`src/rtl/riscv_lsu_multi.sv`:
```
// Load/store unit for the multicycle RISC-V core: a valid/ready bus master with
// sub-word accesses, lane placement, load extension, legality checks and a bus timeout.
module riscv_lsu_multi #(
  parameter int WIDTH      = 32,
  parameter int ADDR_WIDTH = 32,
  parameter int TIMEOUT    = 255
) (
  input  logic                  clk,
  input  logic                  reset,
  input  logic                  req,
  input  logic                  we,
  input  logic [2:0]            funct3,
  input  logic [ADDR_WIDTH-1:0] addr,
  input  logic [WIDTH-1:0]      wdata,
  output logic                  busy,
  output logic                  done,
  output logic                  err,
  output logic [WIDTH-1:0]      rdata,
  output logic                  bus_valid,
  input  logic                  bus_ready,
  output logic                  bus_we,
  output logic [ADDR_WIDTH-1:0] bus_addr,
  output logic [WIDTH/8-1:0]    bus_be,
  output logic [WIDTH-1:0]      bus_wdata,
  input  logic [WIDTH-1:0]      bus_rdata
);
  localparam int NB = WIDTH / 8;
  localparam int OW = $clog2(NB);
  localparam int CW = $clog2(TIMEOUT + 1);

  typedef enum logic [1:0] {IDLE, BUS, DONE} state_t;

  state_t          state;
  state_t          state_nx;
  logic [CW-1:0]   cnt;
  logic            err_q;
  logic            ld_p0;
  logic [2:0]      f3_p0;
  logic [OW-1:0]   off_p0;
  logic [OW-1:0]   off_in;
  logic            bad_in;
  logic            hs;
  logic            tmo;

  // Legal size/sign codes; doubleword and lwu exist only on a 64-bit bus.
  function automatic logic f3_legal(input logic st, input logic [2:0] f3);
    logic ok;
    ok = 1'b0;
    case (f3)
      3'b000, 3'b001, 3'b010: ok = 1'b1;
      3'b011:                 ok = (WIDTH == 64);
      3'b100, 3'b101:         ok = !st;
      3'b110:                 ok = !st && (WIDTH == 64);
      default:                ok = 1'b0;
    endcase
    return ok;
  endfunction

  // Any offset bit below the access size marks a misaligned access.
  function automatic logic misaligned(input logic [2:0] f3, input logic [OW-1:0] off);
    logic [3:0] lo;
    logic [3:0] mask;
    lo   = 4'(off);
    mask = (4'd1 << f3[1:0]) - 4'd1;
    return |(lo & mask);
  endfunction

  // Contiguous enables of the access size, starting at the byte offset.
  function automatic logic [NB-1:0] byte_en(input logic [2:0] f3, input logic [OW-1:0] off);
    logic [15:0] ones;
    ones = (16'd1 << (5'd1 << f3[1:0])) - 16'd1;
    ones = ones << off;
    return ones[NB-1:0];
  endfunction

  // Low access-size bytes of the store data copied into every lane group.
  function automatic logic [WIDTH-1:0] lane_repl(input logic [2:0] f3, input logic [WIDTH-1:0] wd);
    logic [WIDTH-1:0] r;
    logic [2:0]       m;
    m = 3'((4'd1 << f3[1:0]) - 4'd1);
    r = '0;
    for (int i = 0; i < NB; i++)
      r[8*i +: 8] = wd[8*(i & int'(m)) +: 8];
    return r;
  endfunction

  // Right-align the addressed bytes, then sign- or zero-extend by shifting up and back down.
  function automatic logic [WIDTH-1:0] load_ext(input logic [2:0] f3, input logic [OW-1:0] off,
                                                input logic [WIDTH-1:0] rd);
    logic [WIDTH-1:0]        sh;
    logic signed [WIDTH-1:0] ss;
    int                      shamt;
    sh    = rd >> {off, 3'b000};
    shamt = WIDTH - (8 << f3[1:0]);
    if (shamt < 0)
      shamt = 0;
    sh = sh << shamt;
    ss = $signed(sh) >>> shamt;
    return f3[2] ? (sh >> shamt) : $unsigned(ss);
  endfunction

  assign off_in = addr[OW-1:0];
  assign bad_in = !f3_legal(we, funct3) || misaligned(funct3, off_in);
  assign hs     = (state == BUS) && bus_ready;
  assign tmo    = (state == BUS) && !bus_ready && (cnt == CW'(TIMEOUT - 1));

  // Next-state and status outputs; handshake takes priority over timeout.
  always_comb begin
    state_nx  = state;
    busy      = (state != IDLE);
    done      = (state == DONE);
    err       = (state == DONE) && err_q;
    bus_valid = (state == BUS);
    case (state)
      IDLE:    if (req) state_nx = bad_in ? DONE : BUS;
      BUS:     if (hs || tmo) state_nx = DONE;
      DONE:    state_nx = IDLE;
      default: state_nx = IDLE;
    endcase
  end

  // State register.
  always_ff @(posedge clk) begin
    if (reset)
      state <= IDLE;
    else
      state <= state_nx;
  end

  // Request capture (p0): fields needed to place and extend the returned load data.
  always_ff @(posedge clk) begin
    if (state == IDLE && req) begin
      ld_p0  <= !we;
      f3_p0  <= funct3;
      off_p0 <= off_in;
    end
  end

  // Bus request registers, timeout counter and access result.
  always_ff @(posedge clk) begin
    if (reset) begin
      cnt       <= '0;
      err_q     <= 1'b0;
      rdata     <= '0;
      bus_we    <= 1'b0;
      bus_addr  <= '0;
      bus_be    <= '0;
      bus_wdata <= '0;
    end else begin
      case (state)
        IDLE: begin
          cnt <= '0;
          if (req) begin
            err_q <= bad_in;
            if (bad_in) begin
              rdata <= '0;
            end else begin
              bus_we    <= we;
              bus_addr  <= addr & ~ADDR_WIDTH'(NB - 1);
              bus_be    <= byte_en(funct3, off_in);
              bus_wdata <= lane_repl(funct3, wdata);
            end
          end
        end
        BUS: begin
          if (hs) begin
            err_q <= 1'b0;
            rdata <= ld_p0 ? load_ext(f3_p0, off_p0, bus_rdata) : '0;
          end else begin
            cnt <= cnt + 1'b1;
            if (tmo) begin
              err_q <= 1'b1;
              rdata <= '0;
            end
          end
        end
        default: begin
        end
      endcase
    end
  end

endmodule

```
`config.mk`:
```
export PLATFORM = sky130hd
export DESIGN_NAME = riscv_lsu_multi
export DESIGN_NICKNAME = d
export VERILOG_FILES = /design/src/rtl/riscv_lsu_multi.sv
export SDC_FILE = /design/constraint.sdc
export NUM_CORES = 1
export LEC_CHECK = 0
export BUFFER_PORTS_ARGS = -buffer_cell sky130_fd_sc_hd__buf_4
export CORE_AREA = 2 2 91 128
export CTS_CLUSTER_DIAMETER = 30
export CTS_CLUSTER_SIZE = 40
export DETAILED_ROUTE_END_ITERATION = 16
export DIE_AREA = 0 0 93 130
export HOLD_SLACK_MARGIN = 0.05
export PLACE_DENSITY = 0.77
export SKIP_LAST_GASP = 1
export SLEW_MARGIN = 10
export SYNTH_ARGS = -nofsm -noshare
export SYNTH_HDL_FRONTEND = slang
export SYNTH_SLANG_ARGS = --single-unit
```
`constraint.sdc`:
```
create_clock -name clk -period 3.6 [get_ports clk]
set_input_delay 0.36 -clock clk [delete_from_list [all_inputs] [get_ports clk]]
set_output_delay 0.36 -clock clk [all_outputs]
set_load 0.01 [all_outputs]
```
# Word level (Yosys, flattened, before mapping)
# Index checks and enable logic that the tools add are counted.
# totals
reg_bits	116
inputBits	104
out_inout_bits	105
wordCells	86
# op_classes
n_addsub	4
n_lt_le_gt_ge	1
eq_ne	12
n_shift	12
muxes	22
bitwise	2
n_reduce_logical	22
# ops
cell	n
$mux W32	10
$pmux W32 S2	1
$shiftx A32 B6 Y8	2
$lt A32 B1 Y1 const B	1
$shiftx A32 B5 Y8	1
$shl A32 B32 Y32	1
$shl A4 B2 Y32 const A	1
$shr A32 B32 Y32	1
$shr A32 B5 Y32	1
$sshr A32 B32 Y32	1
$sub A7 B32 Y32 const A	1
$pmux W8 S2	1
$shl A1 B5 Y16 const A	1
$shl A16 B2 Y4	1
$sub A16 B1 Y16 const B	1
$add A8 B1 Y8 const B	1
$eq A8 B8 Y1 const B	1
$mux W8	1
$eq A3 B3 Y1 const B	2
$mux W2	3
$ne A2 B2 Y1 const B	3
$reduce_and A3 Y1	2
$logic_and A1 B1 Y1	5
$shl A1 B2 Y5 const A	1
23 further kinds	31

# Depth between registers and ports, before layout
# Gate-level depths: netlist (run 1).
# depth
word_depth	13
depth_mapped	12
depth_no_buf	8

# Worst setup path after synthesis (run 1)
# OpenSTA, ideal clock, no wires.
# synth_timing
kind	input -> register
from	in funct3[1]
to	reg rdata[24]
setup_time_ns	0.122
t_arrival_ns	2.809
t_required_ns	3.478
path_slack_ns	0.669
path_stages	12
path_buffers	4
cell_sequence	clkbuf_1 > nor2_2 > clkbuf_1 > inv_1 > ha_1 > buf_2 > inv_2 > a2bb2oi_1 > a21oi_1 > nor3_2 > clkbuf_1 > a221o_1
# synth_via
elab_chain_len	7
word_cells_on_any_way	16
classes_between	add/sub: 1; eq/ne: 5; shift: 1; mux: 1; bitwise: 1; reduce/logical: 7
# synth_lines
element	line_no	source
start, declared	12	input logic [2:0] funct3,
$shl A1 B2 Y4, or another cell as far along	--	
$sub A4 B1 Y4, or another cell as far along	--	
$and A2 B4 Y4 / $pmux W1 S2 (equally long branches)	65, 49	
$reduce_or A4 Y1 / $logic_not A1 Y1 (equally long branches)	65, 103	
$logic_or A1 B1 Y1 (*)	103	assign bad_in = !f3_legal(we, funct3) || misaligned(funct3, off_in);
$ne A2 B2 Y1 (no line) (*)	--	
$reduce_and A4 Y1 (no line) (*)	--	
end signal, assigned	168	rdata <= ld_p0 ? load_ext(f3_p0, off_p0, bus_rdata) : '0;
end, declared	18	output logic [WIDTH-1:0] rdata,
# Every way passes the cells marked *; elsewhere a longest branch is shown, timed or not.
# A chain may end at the register's enable or synchronous reset.

# Worst setup path in the final report (run 1)
# layout_timing
from	in funct3[1]
to	reg bus_addr[12]
# layout_via
elab_chain_len	7
word_cells_on_any_way	16
classes_between	add/sub: 1; eq/ne: 4; shift: 1; mux: 1; bitwise: 2; reduce/logical: 7
# layout_lines
element	line_no	source
$shl A1 B2 Y4, or another cell as far along	--	
$sub A4 B1 Y4, or another cell as far along	--	
$and A2 B4 Y4 / $pmux W1 S2 (equally long branches)	65, 49	
$reduce_or A4 Y1 / $logic_not A1 Y1 (equally long branches)	65, 103	
$logic_or A1 B1 Y1 (*)	103	
$not A1 Y1 (no line) (*)	--	
$reduce_and A3 Y1 (no line) (*)	--	
end signal, assigned	159	bus_addr <= addr & ~ADDR_WIDTH'(NB - 1);
end, declared	22	output logic [ADDR_WIDTH-1:0] bus_addr,
# Marked as above.

==> results of run 1 <==
## kinds of logic (layout without fill, tap and decap cells)
group           count (synthesis)  count (layout)
simple gates                  199             199
compound gates                169             169
flops                         116             116
buf+inv                        59             257
mux                            43              43
fa+ha+maj                       5               5
xor+xnor                        4               4
other cells                     1               2
## placed cells by master, fill, tap and decap left out, drive strengths merged, types with 2 or more instances in the layout
cell | netlist | final
buf | 18 | 212
nand2 | 121 | 121
dfxtp | 110 | 110
a21oi | 76 | 76
nor2 | 55 | 55
mux2i | 40 | 40
o21ai | 25 | 25
a211oi | 18 | 18
clkbuf | 28 | 18
inv | 13 | 17
a211o | 10 | 10
a221o | 8 | 8
a32o | 7 | 7
nor3 | 7 | 7
edfxtp | 6 | 6
a22o | 5 | 5
ha | 5 | 5
clkinvlp | 0 | 4
or3 | 4 | 4
clkinv | 0 | 4
xnor2 | 3 | 3
a22oi | 3 | 3
mux2 | 3 | 3
nand2b | 2 | 2
o21a | 2 | 2
a41oi | 2 | 2
nand3b | 2 | 2
o2bb2ai | 2 | 2
o211ai | 2 | 2
conb | 1 | 2
bufinv | 0 | 2
## how the worst min path moves through the flow
stage / start / to / slack [ns] / depth (start not counted)
6_report: funct3[2] / f3_p0[2] / 0.15 / 1
5_1_grt: funct3[2] / f3_p0[2] / 0.13 / 1
4_1_cts: funct3[2] / f3_p0[2] / 0.13 / 1
3_5_place_dp: bus_be[1] / bus_be[1] / 0.44 / 2
3_3_place_gp: bus_addr[8] / bus_addr[8] / 0.44 / 2
2_1_floorplan: funct3[0] / f3_p0[0] / 0.46 / 0
## power by group
| part | switching, µW | internal [µW] | total (µW) | leakage (µW) |
|---|---|---|---|---|
| clock | 634 | 1040 | 1680 | 0.000280 |
| sequential | 29.7 | 1340 | 1370 | 0.000948 |
| combinational | 244 | 206 | 450 | 0.00201 |
## layer usage
metal  vias up  track usage, %
met4         0           11.16
met1      2378           27.09
met5         -               0
met3        26           9.122
li1       2458               -
met2       240           45.82
## flip-flops by register name (all words and copies together), names as in the netlist
name       count
f3_p0          3
state          2
off_p0         2
err_q          1
bus_wdata     32
cnt            8
rdata         32
bus_be         4
ld_p0          1
bus_we         1
bus_addr      30
## through the flow
step | power, µW | util (%) | setup WS [ns] | cell area, µm² | hold WS (ns)
finish | 3497 | 66.18 | 1.145 | 7313 | 0.1475
global placement | 1832 | 60.82 | 0.8375 | 6721 | 0.4419
floorplan | 1628 | - | 0.6688 | 5136 | 0.4589
detailed placement | 1844 | 60.82 | 0.7177 | 6721 | 0.4441
global route | 3630 | 66.18 | 0.9834 | 7313 | 0.1290
CTS | 3516 | 66.18 | 1.153 | 7313 | 0.1328
## layout make-up
cell class,count,share of cell area (%)
inverter,13,0.6672
multi-input combinational,422,34.27
tap,144,2.464
clock buffer,18,6.005
sequential,116,32.57
timing repair buffer,212,21.93
clock inverter,14,2.087
==> flow_metrics.env, run 1 <==
export IMPL_seqCellArea_um2=2382
export IMPL_io_buffers=206
export IMPL_dp_hpwl_mm=11.39
export IMPL_cts_buffers=17
export IMPL_worstReg2RegEnd="rdata[25]"
export IMPL_die_area_um2=12090
export IMPL_die_w_um=93
export IMPL_cts_tree="done"
export IMPL_yosysWarnings=0
export IMPL_grt_pass1_vias=5037
export IMPL_drt_iter0_drc=187
export IMPL_critPathKind="in -> reg"
export IMPL_synth_top_area_share_pct=42.91
export IMPL_synth_simple_area_share_pct=16.36
export IMPL_worst_path_max_fanout=34
export IMPL_syn_avg_cell_area_um2=8.611
export IMPL_gp_congestion=0.9094
export IMPL_synthesis_area_um2=5132
export IMPL_end_kind="register"
export IMPL_synth_compound_area_share_pct=21.75
export IMPL_min_period_over_period_pct=68.21
export IMPL_wl_per_cell_um=16.47
export IMPL_io_pins=209
export IMPL_grt_usage_pct=25.62
export IMPL_final_setup_tns_ns=0
export IMPL_finalHoldViolations=0
export IMPL_synth_edff_count=6
export IMPL_grt_pass1_wl_mm=24.15
export IMPL_clkLatencyLatePin_ns=0.41
export IMPL_cpPeakStageDelay_ns=0.74
export IMPL_tightest_slew_ns=0.9026
export IMPL_outcome="complete, no violations"
export IMPL_synth_area_top_cells="dfxtp_1, nand2_1, mux2i_1, a21oi_1, nor2_1"
export IMPL_post_cts_resized=0
export IMPL_leakage_uw=0.003236
export IMPL_clkSinkCount=116
export IMPL_cp_num_buf_inv=3
export IMPL_synth_cell_types=53
export IMPL_drive_gt1_share_pct=32.83
export IMPL_routed_wl_mm=15.47
export IMPL_fmax_mhz=407.3
export IMPL_reg2reg_slack_ns=1.18
export IMPL_crit_chain="buf_4, nor2_2, inv_1, ha_1, o22ai_1, or3_2, buf_4, nand2_1, a21oi_1"
export IMPL_rsz0062_at_grt="false"
export IMPL_slew_headroom_pct=39.37
export IMPL_startpoint="funct3[1]"
export IMPL_cts_setup_buffers=0
export IMPL_slowest_stage="or3_2"
export IMPL_multi_input_area_um2=2506
export IMPL_fp_row_count=46
export IMPL_async_flop_share_pct=0
export IMPL_drc_errors=0
export IMPL_worstSetupStartpointType="input pin"
export IMPL_period_minus_slack_ns=2.455
export IMPL_grt_max_degree=78
export IMPL_dp_cells=907
export IMPL_setup_viol=0
export IMPL_num_antenna_cells=0
export IMPL_ys_flop_type="dfxtp_1"
export IMPL_r2r_start="f3_p0[1]"
export IMPL_antenna_found_initial=0
export IMPL_required_ns=3.85
export IMPL_worstPathArrival_ns=2.71
export IMPL_crit_end="bus_addr[12]"
export IMPL_synth_top_family_by_area="compound AO/OA/AOI/OAI gates"
export IMPL_first_pass_iters=5
export IMPL_postRouteAntennaNets=0
export IMPL_ir_drop_mv=0.3754
export IMPL_synth_fa_ha_area_share_pct=1.219
export IMPL_crit_top_cell="buf_4"
export IMPL_wl_met2_mm=7.995
export IMPL_nFillCells=924
export IMPL_viasPerCell=5.433
export IMPL_met3_length_mm=1.375
export IMPL_yosysTopAreaCell="dfxtp_1"
export IMPL_synthTopCellsByCount="nand2_1, dfxtp_1, a21oi_1, nor2_1, mux2i_1"
export IMPL_routed_top_layer="met4"
export IMPL_path_depth=9
export IMPL_synthMuxAreaShare_pct=8.532
export IMPL_layout_nets=891
export IMPL_hold_class="in -> reg"
export IMPL_yosysMostFrequentCell="nand2_1"
export IMPL_drv_slew=0
export IMPL_coreArea_um2=11050
export IMPL_die_h_um=130
export IMPL_area_growth_pct=42.49
export IMPL_wl_met1_mm=5.690
export IMPL_synthXorXnorAreaFrac_pct=0.6826
export IMPL_cts_buffer_depth=2
export IMPL_initial_utilization_pct=46.44
export IMPL_ys_seq_elements=116
export IMPL_power_density_nw_per_um2=478.1
export IMPL_cpLargestDelayFamily="simple AND/OR/NAND/NOR gates"
export IMPL_final_instance_count_excl_fill=939
export IMPL_yosysSeqAreaShare_pct=46.42
export IMPL_grt_ovfl_total=0
export IMPL_clkTransAtPathRegs_ns=0.06
export IMPL_cts_root_buf="clkbuf_16"
export IMPL_cap_violations=0
export IMPL_htree_levels=4
export IMPL_vias=5102
export IMPL_syn_inst=596
export IMPL_ctsHoldBuffers=0
export IMPL_r2r_cells=4
export IMPL_clock_skew_ns=0.01139
No activity file was read; power rests on OpenSTA's default activity.
==> run 2, diff against run 1 <==
- ABC_AREA: unset -> 1
- CORE_AREA: 2 2 91 128 -> 2 2 98 137
- DIE_AREA: 0 0 93 130 -> 0 0 100 139
- PLACE_DENSITY: 0.77 -> 0.73
- clock period: 3.6 -> 2.2 ns (I/O delays scaled with it)
==> flow_metrics.env, run 2 <==
export IMPL_outcome="complete, no violations"
export IMPL_clkSinkCount=116
export IMPL_synthesis_area_um2=5445
export IMPL_worstReg2RegEnd="rdata[29]"
export IMPL_min_period_over_period_pct=94.63
export IMPL_synth_top_area_share_pct=40.44
export IMPL_cts_tree="done"
export IMPL_gp_congestion=0.9105
export IMPL_cts_buffers=17
export IMPL_coreArea_um2=12750
export IMPL_clkTransAtPathRegs_ns=0.06
export IMPL_path_depth=16
export IMPL_cpLargestDelayFamily="buffers and inverters"
export IMPL_cts_buffer_depth=2
export IMPL_r2r_cells=7
export IMPL_grt_max_degree=58
export IMPL_grt_pass1_wl_mm=26.57
export IMPL_leakage_uw=0.003521
export IMPL_htree_levels=4
export IMPL_startpoint="funct3[0]"
export IMPL_vias=5955
export IMPL_cpPeakStageDelay_ns=0.53
export IMPL_routed_wl_mm=17.43
export IMPL_fp_row_count=49
export IMPL_synth_edff_count=6
export IMPL_viasPerCell=5.085
export IMPL_synth_area_top_cells="dfxtp_1, nand2_1, a21oi_1, nand3_1, edfxtp_1"
export IMPL_setup_viol=0
export IMPL_initial_utilization_pct=42.70
export IMPL_final_common_cell="nand2_1"
export IMPL_nFillCells=1222
export IMPL_reg_largest_list="bus_wdata: 32 flops, rdata: 32 flops, bus_addr: 30 flops"
export IMPL_placed_area_um2=7097
export IMPL_worstSetupStartpointType="input pin"
export IMPL_cp_num_buf_inv=7
export IMPL_seqCellArea_um2=2382
export IMPL_hold_class="in -> reg"
export IMPL_switching_share_pct=27.70
export IMPL_num_antenna_cells=0
export IMPL_drive_gt1_share_pct=27.41
export IMPL_reg2reg_slack_ns=0.37
export IMPL_rsz0062_at_grt="false"
export IMPL_hold_ws_ns=0.06135
export IMPL_die_area_um2=13900
export IMPL_period_minus_slack_ns=2.082
export IMPL_crit_top_cell="nand2_1"
export IMPL_clock_skew_ns=0.008219
export IMPL_power_internal_uw=4135
export IMPL_grt_ovfl_total=0
export IMPL_crit_chain="dlygate4sd3_1, buf_4, inv_1, nor2_2, inv_1, ha_4, inv_2, nand2_1, nand2_1, nor2_2, buf_4, nand3_1, nand3_4, buf_6, nand2_1, a21oi_1"
export IMPL_syn_avg_cell_area_um2=6.807
export IMPL_first_pass_iters=5
export IMPL_yosysMostFrequentCell="nand2_1"
export IMPL_r2r_start="off_p0[0]"
export IMPL_drc_errors=0
export IMPL_ys_seq_elements=116
export IMPL_ys_flop_type="dfxtp_1"
export IMPL_synthTopCellsByCount="nand2_1, dfxtp_1, a21oi_1, nand3_1, nor2_1"
export IMPL_total_power_uw=5719
export IMPL_clkLatencyLatePin_ns=0.41
export IMPL_cap_violations=0
export IMPL_cts_root_buf="clkbuf_16"
export IMPL_multi_input_area_um2=2699
export IMPL_power_density_nw_per_um2=727.7
export IMPL_synth_cell_types=35
export IMPL_worstPathArrival_ns=2.43
export IMPL_grt_usage_pct=24.09
export IMPL_postRouteAntennaNets=0
export IMPL_dp_hpwl_mm=12.28
export IMPL_clkPwrFrac_pct=46.3
export IMPL_slew_headroom_pct=58.47
export IMPL_grt_pass1_vias=5575
export IMPL_die_h_um=139
export IMPL_async_flop_share_pct=0
export IMPL_p_switching_uw=1584
export IMPL_drt_iter0_drc=259
export IMPL_yosysTopAreaCell="dfxtp_1"
export IMPL_finalHoldViolations=0
export IMPL_yosysWarnings=0
export IMPL_cts_setup_buffers=0
export IMPL_antenna_found_initial=0
export IMPL_die_w_um=100
export IMPL_area_growth_pct=44.35
export IMPL_required_ns=2.54
export IMPL_ir_drop_mv=0.4784
export IMPL_mostFrequentLayoutCells="nand2_1, buf_4, dfxtp_1"
export IMPL_worst_path_max_fanout=8
export IMPL_crit_end="rdata[22]"
export IMPL_drv_slew=0
export IMPL_fmax_mhz=480.3
export IMPL_yosysSeqAreaShare_pct=43.75
export IMPL_syn_inst=800
export IMPL_pwr_share_comb_pct=14.9
export IMPL_seqPwrFrac_pct=38.8
export IMPL_end_kind="register"
export IMPL_postLayoutCellArea_um2=7860
export IMPL_final_setup_tns_ns=0
export IMPL_layout_nets=1114
export IMPL_slowest_stage="dlygate4sd3_1"
export IMPL_critPathKind="in -> reg"
export IMPL_tightest_slew_ns=0.6229
export IMPL_io_buffers=206
export IMPL_wl_per_cell_um=14.88
export IMPL_io_pins=209
run 2: cell types whose count changed after synthesis, sizes merged, moves of 12 or more:
cell,before,now
nand2,121,330
inv,13,31
nand3,0,62
nor2,55,43
mux2i,40,0
a21oi,76,107
a211oi,18,0
run 2: worst min path at each step:
stage	startpoint	end	slack, ns	cells past startpoint
floorplan	funct3[0]	f3_p0[0]	0.32	0
global placement	funct3[2]	f3_p0[2]	0.41	1
detailed placement	funct3[2]	f3_p0[2]	0.42	1
CTS	addr[20]	bus_addr[20]	0.05	3
global route	addr[24]	bus_addr[24]	0.05	3
finish	addr[11]	bus_addr[11]	0.06	3
run 2: metrics by stage:
| stage | worst slack (ns) | utilization [%] | cells |
|---|---|---|---|
| final | 0.1181 | 61.64 | 1171 |
| after global routing | 0.009088 | 61.64 | 1171 |
| after CTS | 0.02296 | 60.68 | 1167 |
| after detailed placement | 0.1145 | 55.65 | 1128 |
| after global placement | 0.1852 | 55.65 | 1128 |
| after floorplan | 0.1775 | - | 801 |
run 2: cells by family (layout without fill, tap and decap cells):
family                     after synthesis  count (layout)  share of synthesized area (%)
DFF                                    116             116                          43.75
AOI/OAI and AO/OA                      148             148                          14.34
adders and majority gates                5               5                          1.149
and+or+nand+nor                        446             446                          33.36
xor gates and xnor gates                 1               1                         0.1609
other                                    1               2                        0.06887
buffers and inverters                   83             300                          7.169
run 2: layer usage:
metal  wire length, µm  vias to the layer above  GRT usage (%)  part of all wire, %
met5                 0                        -              0                    0
met4               573                        0          12.69                  3.3
met3              1214                       42          5.141                  7.0
met2              8979                      267          41.61                   52
met1              6658                     2641          27.49                   38
li1                  -                     3005              -                    -
run 2: power by group through the flow:
stage,registers [µW],clock network (µW),logic (µW)
finish,2220,2650,854
global route,2230,2820,936
CTS,2220,2700,798
detailed placement,2260,0,785
global placement,2260,0,781
floorplan,2280,0,404
run 2: cell type report:
cell class                      instances  area share, %
Multi-Input combinational cell        602          34.34
Timing Repair Buffer                  236          24.05
Inverter                               32          1.592
Clock inverter                         15          1.862
Sequential cell                       116          30.31
Clock buffer                           17          5.412
Tap cell                              153          2.436
run 2: timing repair:
item                                   in CTS  in global routing
hold buffers                                7                  0
resized for setup                           0                  8
endpoints found under the hold margin       7                  0
setup endpoints to repair                   0                 89
run 2: worst min-delay path, delay by kind of cell:
family	cells	cell delay [ns]
AO/OA/AOI/OAI	1	0.05
AND/OR/NAND/NOR	1	0.05
buffers and inverters	1	0.11
==> run 3, diff against run 2 <==
- CORE_AREA: 2 2 98 137 -> 4 4 117 119
- DIE_AREA: 0 0 100 139 -> 0 0 121 123
==> flow_metrics.env, run 3 (same netlist as run 2, synthesis figures left out) <==
export IMPL_mostFrequentLayoutCells="nand2_1, buf_4, dfxtp_1"
export IMPL_num_antenna_cells=0
export IMPL_clkPwrFrac_pct=46.7
export IMPL_grt_ovfl_total=0
export IMPL_multi_input_area_um2=2710
export IMPL_cts_root_buf="clkbuf_16"
export IMPL_die_h_um=123
export IMPL_p_switching_uw=1453
export IMPL_grt_usage_pct=22.78
export IMPL_hold_ws_ns=0.06810
export IMPL_grt_pass1_vias=5484
export IMPL_cts_buffer_depth=2
export IMPL_outcome="complete, no violations"
export IMPL_nFillCells=1151
export IMPL_clkTransAtPathRegs_ns=0.05
export IMPL_viasPerCell=5.009
export IMPL_first_pass_iters=5
export IMPL_htree_levels=4
export IMPL_clkSinkCount=116
export IMPL_leakage_uw=0.003546
export IMPL_tightest_slew_ns=0.5053
export IMPL_end_kind="register"
export IMPL_final_common_cell="nand2_1"
export IMPL_area_growth_pct=45.04
export IMPL_gp_congestion=0.8996
export IMPL_critPathKind="in -> reg"
export IMPL_reg_largest_list="bus_wdata: 32 flops, rdata: 32 flops, bus_addr: 30 flops"
export IMPL_die_w_um=121
export IMPL_clock_skew_ns=0.004889
export IMPL_ir_drop_mv=0.4745
export IMPL_finalHoldViolations=0
export IMPL_routed_wl_mm=17.68
export IMPL_drv_slew=0
export IMPL_initial_utilization_pct=43.33
export IMPL_grt_max_degree=61
export IMPL_power_density_nw_per_um2=731.7
export IMPL_cts_tree="done"
export IMPL_wl_per_cell_um=14.86
export IMPL_drive_gt1_share_pct=27.80
export IMPL_worstSetupStartpointType="input pin"
export IMPL_slew_headroom_pct=66.32
export IMPL_fmax_mhz=474.1
export IMPL_grt_pass1_wl_mm=27.12
export IMPL_crit_end="rdata[20]"
export IMPL_startpoint="funct3[0]"
export IMPL_layout_nets=1115
export IMPL_fp_row_count=41
export IMPL_r2r_start="state[1]"
export IMPL_antenna_found_initial=0
export IMPL_hold_class="in -> reg"
export IMPL_postRouteAntennaNets=0
export IMPL_seqCellArea_um2=2382
export IMPL_switching_share_pct=25.15
export IMPL_r2r_cells=7
export IMPL_power_internal_uw=4325
export IMPL_reg2reg_slack_ns=0.43
export IMPL_total_power_uw=5778
export IMPL_drc_errors=0
export IMPL_worstPathArrival_ns=2.44
export IMPL_io_pins=209
export IMPL_drt_iter0_drc=514
export IMPL_worstReg2RegEnd="rdata[6]"
export IMPL_period_minus_slack_ns=2.109
export IMPL_postLayoutCellArea_um2=7898
export IMPL_setup_viol=0
export IMPL_min_period_over_period_pct=95.87
export IMPL_cap_violations=0
export IMPL_coreArea_um2=12570
export IMPL_dp_hpwl_mm=12.34
export IMPL_vias=5961
export IMPL_io_buffers=206
export IMPL_worst_path_max_fanout=8
export IMPL_seqPwrFrac_pct=38.4
export IMPL_required_ns=2.53
export IMPL_clkLatencyLatePin_ns=0.40
export IMPL_placed_area_um2=7151
export IMPL_cts_buffers=17
export IMPL_die_area_um2=14880
export IMPL_pwr_share_comb_pct=14.8
-- run 3: cell types whose count changed in the layout (fill, tap and decap cells not counted), moves of 2 or more --
cell,previous run,this run
buf_4,220,225
inv_6,5,0
clkinv_2,1,6
bufinv_16,1,3
clkbuf_1,0,3
dlygate4sd3_1,7,3
clkinv_4,4,2
clkinvlp_4,4,1
-- run 3: worst max-delay path, stage by stage --
cell and delay [ns]:
dlygate4sd3_1 0.56, buf_4 0.14, inv_1 0.07, nor2_2 0.11, inv_1 0.09, ha_4 0.28, inv_2 0.03, nand2_1 0.05
nand2_1 0.06, nor2_2 0.10, buf_4 0.13, nand3_2 0.08, nand3_4 0.14, clkbuf_16 0.18, nand2_1 0.05, a21oi_1 0.13
-- run 3: worst min-delay path by stage --
| stage | from | depth (start not counted) | slack (ns) | end |
|---|---|---|---|---|
| finish | addr[9] | 3 | 0.07 | bus_addr[9] |
| global route | addr[31] | 3 | 0.06 | bus_addr[31] |
| CTS | addr[11] | 3 | 0.05 | bus_addr[11] |
| detailed placement | funct3[2] | 1 | 0.42 | f3_p0[2] |
| global placement | funct3[2] | 1 | 0.41 | f3_p0[2] |
| floorplan | funct3[0] | 0 | 0.32 | f3_p0[0] |
-- run 3: stage by stage --
| step | setup TNS (ns) | cells | worst slack, ns | utilization (%) |
|---|---|---|---|---|
| floorplan | 0 | 801 | 0.1775 | - |
| global placement | 0 | 1151 | 0.2142 | 56.89 |
| detailed placement | 0 | 1151 | 0.1161 | 56.89 |
| CTS | 0 | 1185 | 0.03789 | 61.69 |
| global route | -0.009549 | 1190 | -0.003304 | 62.84 |
| finish | 0 | 1190 | 0.09084 | 62.84 |
-- run 3: timing repair --
| item | 4_1_cts | 5_1_grt |
|---|---|---|
| hold buffers | 3 | 0 |
| resized for setup | 0 | 13 |
| setup endpoints to repair | 0 | 92 |
| endpoints found under the hold margin | 3 | 0 |
| setup buffers | 0 | 1 |
-- run 3: layout make-up --
class | instances | area share [%]
multi-input cells | 602 | 34.32
flip-flops and latches | 116 | 30.16
repair buffers | 237 | 23.95
clock buffers | 20 | 5.529
well taps | 172 | 2.725
clock inverters | 11 | 1.727
inverters | 32 | 1.584
-- run 3: metal layers --
metal  wire length (µm)  up-vias  global-route usage (%)
met5                  0        -                       0
met2               8258      261                   36.47
met4                284        0                   7.224
met1               7195     2674                   27.98
li1                   -     3003                       -
met3               1940       23                   9.515
-- run 3: power by group through the flow --
stage	logic [µW]	clock network, µW	registers [µW]
floorplan	404	0	2280
global placement	791	0	2260
detailed placement	792	0	2260
CTS	801	2760	2220
global route	943	2860	2230
finish	858	2700	2220
